File: src/rtl/nibble_pkg.sv
// Shared types and constants for the nibble execute sequencer and its ALU.
package nibble_pkg;

   typedef enum logic [2:0] {
      OP_MOV = 3'd0,
      OP_ADD = 3'd1,
      OP_ADC = 3'd2,
      OP_SUB = 3'd3,
      OP_INC = 3'd4,
      OP_NOR = 3'd5
   } op_code_t;

   localparam logic [3:0] S_PASSA = 4'h0;
   localparam logic [3:0] S_NOR   = 4'h1;
   localparam logic [3:0] S_SUB   = 4'h6;
   localparam logic [3:0] S_ADD   = 4'h9;
   localparam logic [3:0] S_PASSB = 4'hA;

   typedef enum logic [1:0] {
      IDLE = 2'd0,
      RUN  = 2'd1,
      DONE = 2'd2
   } state_t;

   // Codes 6 and 7 run the sequence without touching registers or flags.
   function automatic logic is_legal(input logic [2:0] code);
      is_legal = (code <= 3'd5);
   endfunction

endpackage

File: src/rtl/nibble_exec_if.sv
// Operation request channel between an issuer and the nibble execute sequencer.
interface nibble_exec_if #(
   parameter int NREG = 16,
   parameter int LENW = 2
);
   logic                    op_valid;
   logic                    op_ready;
   logic [2:0]              op_code;
   logic [$clog2(NREG)-1:0] op_dst;
   logic [$clog2(NREG)-1:0] op_src;
   logic [LENW-1:0]         op_len;

   modport master (output op_valid, op_code, op_dst, op_src, op_len, input op_ready);
   modport slave  (input op_valid, op_code, op_dst, op_src, op_len, output op_ready);
endinterface

File: src/rtl/alu.sv
// 4-bit ALU: logic mode (m=1) or arithmetic mode (m=0) with carry in/out.
module alu
   import nibble_pkg::*;
(
   input  logic [3:0] a,
   input  logic [3:0] b,
   input  logic       m,
   input  logic [3:0] s,
   input  logic       crin,
   output logic [3:0] f,
   output logic       crout
);
   logic [4:0] sum_s;

   // Function select; logic mode never produces a carry.
   always_comb begin
      sum_s = 5'd0;
      f     = a;
      crout = 1'b0;
      if (m) begin
         case (s)
            S_PASSA: f = a;
            S_NOR:   f = ~(a | b);
            S_PASSB: f = b;
            default: f = a;
         endcase
      end else begin
         case (s)
            S_ADD:   sum_s = {1'b0, a} + {1'b0, b} + {4'd0, crin};
            S_SUB:   sum_s = {1'b0, a} + {1'b0, ~b} + {4'd0, crin};
            S_PASSA: sum_s = {1'b0, a} + {4'd0, crin};
            default: sum_s = {1'b0, a} + {4'd0, crin};
         endcase
         f     = sum_s[3:0];
         crout = sum_s[4];
      end
   end
endmodule

File: src/rtl/nibble_exec.sv
// Multi-nibble execute sequencer: walks op_len+1 register nibbles LSB first
// through the ALU, chaining carry, writing back, then reporting flags.
module nibble_exec
   import nibble_pkg::*;
#(
   parameter int NREG = 16,
   parameter int LENW = 2
) (
   input  logic                    clk,
   input  logic                    rst_n,
   nibble_exec_if.slave            op,
   input  logic                    wr_en,
   input  logic [$clog2(NREG)-1:0] wr_addr,
   input  logic [3:0]              wr_data,
   input  logic [$clog2(NREG)-1:0] rd_addr,
   output logic [3:0]              rd_data,
   output logic                    done,
   output logic                    carry_flag,
   output logic                    zero_flag
);
   localparam int AW = $clog2(NREG);

   logic [3:0]      regs_r [NREG];
   state_t          state_r, state_s;
   logic [2:0]      code_r;
   logic [AW-1:0]   dst_r, src_r, aidx_s, bidx_s;
   logic [LENW-1:0] len_r, idx_r;
   logic            chain_r, zacc_r, ready_r, done_r, carry_flag_r, zero_flag_r;
   logic            accept_s, last_s, legal_s, init_carry_s, final_carry_s;
   logic            alu_m_s, alu_crin_s, alu_crout_s;
   logic [3:0]      alu_sel_s, alu_f_s;

   assign aidx_s  = dst_r + AW'(idx_r);
   assign bidx_s  = src_r + AW'(idx_r);
   assign last_s  = (idx_r == len_r);
   assign legal_s = is_legal(code_r);

   assign op.op_ready = ready_r;
   assign done        = done_r;
   assign carry_flag  = carry_flag_r;
   assign zero_flag   = zero_flag_r;
   assign rd_data     = regs_r[rd_addr];

   // Next-state decode.
   always_comb begin
      state_s  = state_r;
      accept_s = 1'b0;
      case (state_r)
         IDLE: begin
            if (op.op_valid) begin
               state_s  = RUN;
               accept_s = 1'b1;
            end else begin
               state_s = IDLE;
            end
         end
         RUN: begin
            if (last_s) state_s = DONE;
            else        state_s = RUN;
         end
         DONE:    state_s = IDLE;
         default: state_s = IDLE;
      endcase
   end

   // Carry seeded into the chain at acceptance.
   always_comb begin
      case (op.op_code)
         OP_ADC:         init_carry_s = carry_flag_r;
         OP_SUB, OP_INC: init_carry_s = 1'b1;
         default:        init_carry_s = 1'b0;
      endcase
   end

   // ALU control; outside RUN the ALU sees a benign pass-B with no carry.
   always_comb begin
      alu_m_s    = 1'b1;
      alu_sel_s  = S_PASSB;
      alu_crin_s = 1'b0;
      if (state_r == RUN) begin
         case (code_r)
            OP_MOV: alu_sel_s = S_PASSB;
            OP_ADD, OP_ADC: begin
               alu_m_s    = 1'b0;
               alu_sel_s  = S_ADD;
               alu_crin_s = chain_r;
            end
            OP_SUB: begin
               alu_m_s    = 1'b0;
               alu_sel_s  = S_SUB;
               alu_crin_s = chain_r;
            end
            OP_INC: begin
               alu_m_s    = 1'b0;
               alu_sel_s  = S_PASSA;
               alu_crin_s = chain_r;
            end
            OP_NOR:  alu_sel_s = S_NOR;
            default: alu_sel_s = S_PASSB;
         endcase
      end else begin
         alu_sel_s = S_PASSB;
      end
   end

   assign final_carry_s = alu_m_s ? 1'b0 : alu_crout_s;

   alu u_alu (
      .a     (regs_r[aidx_s]),
      .b     (regs_r[bidx_s]),
      .m     (alu_m_s),
      .s     (alu_sel_s),
      .crin  (alu_crin_s),
      .f     (alu_f_s),
      .crout (alu_crout_s)
   );

   // State, register file, operand latches and flags.
   always_ff @(posedge clk) begin
      if (!rst_n) begin
         state_r      <= IDLE;
         for (int k = 0; k < NREG; k++) regs_r[k] <= 4'h0;
         code_r       <= 3'd0;
         dst_r        <= {AW{1'b0}};
         src_r        <= {AW{1'b0}};
         len_r        <= {LENW{1'b0}};
         idx_r        <= {LENW{1'b0}};
         chain_r      <= 1'b0;
         zacc_r       <= 1'b1;
         ready_r      <= 1'b1;
         done_r       <= 1'b0;
         carry_flag_r <= 1'b0;
         zero_flag_r  <= 1'b0;
      end else begin
         state_r <= state_s;
         ready_r <= (state_s == IDLE);
         done_r  <= (state_s == DONE);
         case (state_r)
            IDLE: begin
               if (wr_en) regs_r[wr_addr] <= wr_data;
               if (accept_s) begin
                  code_r  <= op.op_code;
                  dst_r   <= op.op_dst;
                  src_r   <= op.op_src;
                  len_r   <= op.op_len;
                  idx_r   <= {LENW{1'b0}};
                  chain_r <= init_carry_s;
                  zacc_r  <= 1'b1;
               end
            end
            RUN: begin
               if (legal_s) begin
                  regs_r[aidx_s] <= alu_f_s;
                  chain_r        <= final_carry_s;
                  zacc_r         <= zacc_r & (alu_f_s == 4'h0);
               end
               if (last_s) begin
                  if (legal_s) begin
                     carry_flag_r <= final_carry_s;
                     zero_flag_r  <= zacc_r & (alu_f_s == 4'h0);
                  end
               end else begin
                  idx_r <= idx_r + LENW'(1'b1);
               end
            end
            default: ;
         endcase
      end
   end
endmodule

File: src/flat_wrapper.sv
// flat-port wrapper written by rule: the top's interface ports become plain ports
module nibble_exec_flat import nibble_pkg::*;
#(
   parameter int NREG = 16,
   parameter int LENW = 2
)
  (clk, rst_n, wr_en, wr_addr, wr_data, rd_addr, rd_data, done, carry_flag, zero_flag, op_op_valid, op_op_code, op_op_dst, op_op_src, op_op_len, op_op_ready);
  nibble_exec_if #(.NREG(NREG), .LENW(LENW)) op_i ();
  input  logic clk;
  input  logic rst_n;
  input  logic wr_en;
  input  logic [$clog2(NREG)-1:0] wr_addr;
  input  logic [3:0] wr_data;
  input  logic [$clog2(NREG)-1:0] rd_addr;
  output logic [3:0] rd_data;
  output logic done;
  output logic carry_flag;
  output logic zero_flag;
  input wire logic [$bits(op_i.op_valid)-1:0] op_op_valid;
  input wire logic [$bits(op_i.op_code)-1:0] op_op_code;
  input wire logic [$bits(op_i.op_dst)-1:0] op_op_dst;
  input wire logic [$bits(op_i.op_src)-1:0] op_op_src;
  input wire logic [$bits(op_i.op_len)-1:0] op_op_len;
  output wire logic [$bits(op_i.op_ready)-1:0] op_op_ready;
  assign op_i.op_valid = op_op_valid;
  assign op_i.op_code = op_op_code;
  assign op_i.op_dst = op_op_dst;
  assign op_i.op_src = op_op_src;
  assign op_i.op_len = op_op_len;
  assign op_op_ready = op_i.op_ready;
  nibble_exec #(.NREG(NREG), .LENW(LENW)) u_core (.clk(clk), .rst_n(rst_n), .op(op_i), .wr_en(wr_en), .wr_addr(wr_addr), .wr_data(wr_data), .rd_addr(rd_addr), .rd_data(rd_data), .done(done), .carry_flag(carry_flag), .zero_flag(zero_flag));
endmodule
File: config.mk
export PLATFORM = sky130hd
export DESIGN_NAME = nibble_exec_flat
export DESIGN_NICKNAME = d
export VERILOG_FILES = /design/src/rtl/nibble_pkg.sv /design/src/rtl/nibble_exec_if.sv /design/src/rtl/alu.sv /design/src/rtl/nibble_exec.sv /design/src/flat_wrapper.sv
export SDC_FILE = /design/constraint.sdc
export NUM_CORES = 1
export LEC_CHECK = 0
export CAP_MARGIN = 0
export CORE_UTILIZATION = 40
export CTS_CLUSTER_SIZE = 14
export DETAILED_ROUTE_END_ITERATION = 8
export SLEW_MARGIN = 0
export SYNTH_ARGS = -nofsm -noshare
export SYNTH_HDL_FRONTEND = slang
export SYNTH_SLANG_ARGS = --single-unit
export TNS_END_PERCENT = 30
File: constraint.sdc
create_clock -name clk -period 5 [get_ports clk]
set_input_delay 0.75 -clock clk [delete_from_list [all_inputs] [get_ports clk]]
set_output_delay 0.75 -clock clk [all_outputs]
set_load 0.01 [all_outputs]
==> run metrics <==
Post-Synth Adder-Cell Area 5.337%; worst endpoint data arrival time 4.96 ns; clock transition time at the flip-flop clock pins of the worst setup and hold paths 0.07 ns; H-tree lvl count 3; most frequent cells after synthesis 72 x sky130_fd_sc_hd__nand2_1, 71 x sky130_fd_sc_hd__nor2_1, 64 x sky130_fd_sc_hd__edfxtp_1; Simple-Gate Fraction of Synth Area 16.98%; worst clock skew on the final layout 0.006631 ns; top-count cell post-synth sky130_fd_sc_hd__nand2_1; max-cap violation count 0; cell internal power dissipation 1384 uW; Post-layout nets 618; Syn Inst Count 532; area enclosed by the die boundary 15380 um2; RSZ-0062 raised after global routing false; die width 124.0 um; depth of the most critical reg-to-reg path 16; Setup-failing EPs final 0; pin count of the biggest net entering global routing 24; layout cell share with drive strength beyond 1 17.69%; Register-to-Register Setup Slack 0.14 ns; clock tree from TritonCTS built; final critical delay including setup and external delays 4.857 ns; DRC violations left 0; Hold Fails Final Rpt 0; dominant combinational cell family by area after synthesis multiplexers; top-area cell type share of the netlist area 32.28%; cells along the critical path ha_1 > fa_2 > mux4_2 > mux2_2 > mux2_2 > inv_1 > ha_1 > ha_1 > or2_2 > fa_1 > a221o_1 > a21oi_1 > and4_4 > o31a_1 > buf_12 > nor2_1; die span in y 124.0 um; top cells by area in the synthesized netlist sky130_fd_sc_hd__edfxtp_1 32%, sky130_fd_sc_hd__mux4_2 16%, sky130_fd_sc_hd__dfxtp_1 7.7%; normalized max-slew margin 32.13%; Pwr Density 290.4 nW/um2; Synthesized Nets 584; per-cell via count in the routed design 6.175; Slew @ Worst Pin 1.009 ns; average instance area after synthesis 11.19 um2; launching element type of the critical path register; core region area 14530 um2; number of clock sinks 87; fin. max-slew vios 0; number of detailed-route iterations in the first pass 5; post-layout instance area 6835 um2; most frequent cell on the critical path sky130_fd_sc_hd__ha_1; primary flip-flop cell chosen by synthesis mapping sky130_fd_sc_hd__edfxtp_1; clock latency on the worst-skew pair 0.35 ns; part of the total power dissipated in sequential elements 42.7%; combinational share of power 25.7%; Fmax achieved 0.2059 GHz; via count of the first global-routing pass 4598; routability congestion estimate from global placement 0.9493; xor/xnor share of the synthesized area 0.9876%; layout overhead on the synthesized area 14.79%; category of the most critical setup path reg2reg; global-route wire length before repair 25.15 mm; required arrival time at the worst endpoint 5.10 ns; cell type with the highest aggregate area in the netlist sky130_fd_sc_hd__edfxtp_1; crit-path max cell delay 0.63 ns; switching portion of total power 30.29%; min-delay worst type reg2reg; post-synthesis sequential element count 87; antenna violations before repair 0; register area share after synthesis 40.01%; setup_tns 0 ns; Post-Syn Area 5954 um2; Routed wire per std cell 21.22 um; leakage dissipation 0.002516 uW; count of buffers from port buffering 36; area post-placement 6545 um2; clock share of power 31.6%; Row Count 44; Post-DRT Antenna Nets 0; final core occ 47.03%; total global routing track utilization 22.53%; buffers from clock root to sink, at most 2; endpoint of the most critical register-to-register path u_core.regs_r[9][2]; worst-path maximum fanout 16; initial standard-cell utilization of the core 40.97%; 1st-iter DRT viols 501; Yosys warning total 0; TritonCTS buffer count 9; R2R Path Start u_core.idx_r[0]; via count 4662; number of enable-type register cells in the synthesized netlist 64; hold path cells 2; sum of overflow across all layers after global routing 0; post-synthesis compound-gate area fraction 8.594%; status finished, final reports clean; master of the slowest instance on the critical path sky130_fd_sc_hd__fa_2; root buffer cell sky130_fd_sc_hd__clkbuf_16; multiplexer share of the synthesized area 24.31%; antenna diode count 0; Hold Crit Endpoint u_core.len_r[0]; largest vdd supply drop 210.0 uV; IO Count 37; number of different library cells in the post-synthesis netlist 59; async set-or-reset flop fraction in the synthesized netlist 0%; DPL Wire Length 12.27 mm; final wirelength 16.02 mm; endpoint type of the worst setup path register; Worst Min Path Start u_core.len_r[0]; power spent charging and discharging nets 601.4 uW; Final period util 97.14%
==> worst max-delay path by stage <==
stage	slack [ns]	endpoint	startpoint	cells past startpoint
finish	0.14	u_core.regs_r[9][2]	u_core.idx_r[0]	16
global route	0.009	u_core.regs_r[11][2]	u_core.idx_r[0]	16
CTS	0.02	u_core.regs_r[9][2]	u_core.idx_r[0]	16
detailed placement	0.03	u_core.regs_r[9][2]	u_core.idx_r[0]	17
global placement	0.1	u_core.regs_r[9][2]	u_core.idx_r[0]	17
floorplan	0.29	u_core.regs_r[4][2]	u_core.idx_r[0]	18
==> placed cells by master, fill, tap and decap left out, drive strengths merged, types with 3 or more instances in the layout <==
master	n
buf	18
mux2	7
ha	19
a21oi	34
nand3	10
o22ai	5
inv	19
nor4	4
a21o	3
nor3	24
nor2	71
and3	7
fa	4
nand2	72
clkbuf	9
nand2b	3
o31ai	3
o21ai	13
mux4	53
clkdlybuf4s50	36
o21bai	3
xor2	4
o21a	5
nor3b	5
clkinv	3
or3	5
nand3b	4
a31oi	3
edfxtp	64
dfxtp	23
mux2i	13
==> power groups by stage <==
stage | Sequential [uW] | Combinational, uW | Clock [uW]
2_1_floorplan | 842 | 358 | 0
3_3_place_gp | 860 | 495 | 0
3_5_place_dp | 862 | 503 | 0
4_1_cts | 847 | 507 | 637
5_1_grt | 852 | 554 | 658
6_report | 848 | 509 | 628
==> what timing repair did <==
item / 4_1_cts / 5_1_grt
resized for setup: 1 / 2
endpoints found under the setup margin: 16 / 50
setup buffers: 0 / 1
pin swaps: 0 / 2
hold buffers: 0 / 0
==> metrics by stage <==
step | instances | setup slack, ns | hold WS (ns) | power (uW)
after floorplan | 532 | 0.2898 | 0.4400 | 1201
after global placement | 738 | 0.09942 | 0.4584 | 1355
after detailed placement | 738 | 0.03108 | 0.4710 | 1365
after CTS | 754 | 0.01509 | 0.4812 | 1991
after global routing | 755 | 0.009161 | 0.4997 | 2064
final | 755 | 0.1429 | 0.4781 | 1985
==> sequential cells by signal, summed over array words and instances (netlist names) <==
register and flops:
u_core.carry_flag 1, u_core.code_r 3, u_core.zacc_r 1, u_core.done 1, u_core.chain_r 1, u_core.len_r 2
u_core.src_r 4, u_core.state_r 2, u_core.regs_r 64, u_core.idx_r 2, u_core.zero_flag 1, u_core.op.op_ready 1
u_core.dst_r 4
==> metal layers <==
layer	routed length, um	share of wire (%)	up-vias	global-route usage (%)
met1	6677	42	2327	29.55
met2	7764	48	224	37.19
li1	-	-	2085	-
met4	357	2.2	0	8.557
met5	0	0	-	0
met3	1219	7.6	26	3.938
==> critical path: cells and delay by family (launching register included) <==
kind | cells | cell delay (ns)
AOI/OAI and AO/OA | 3 | 0.70
DFF | 1 | 0.40
muxes | 3 | 0.92
buffers and inverters | 2 | 0.24
adders and majority gates | 5 | 1.72
and+or+nand+nor | 3 | 0.60
==> area by class of cell <==
type	instances	area, um2
clock buffer	9	225.2
clock inverter	7	48.80
fill	1328	7699
inverter	16	60.06
multi-input combinational	398	3356
sequential	87	2382
tap	184	230.2
timing repair buffer	54	533.0
==> kinds of logic (layout without fill, tap and decap cells) <==
logic type | count (synthesis) | after routing
AND/OR/NAND/NOR | 214 | 214
AO/OA/AOI/OAI | 83 | 83
XOR/XNOR | 5 | 5
flip-flops | 87 | 87
multiplexers | 73 | 73
buffers and inverters | 47 | 86
adder cells (fa/ha/maj) | 23 | 23
(Power assumes the default switching activity.)
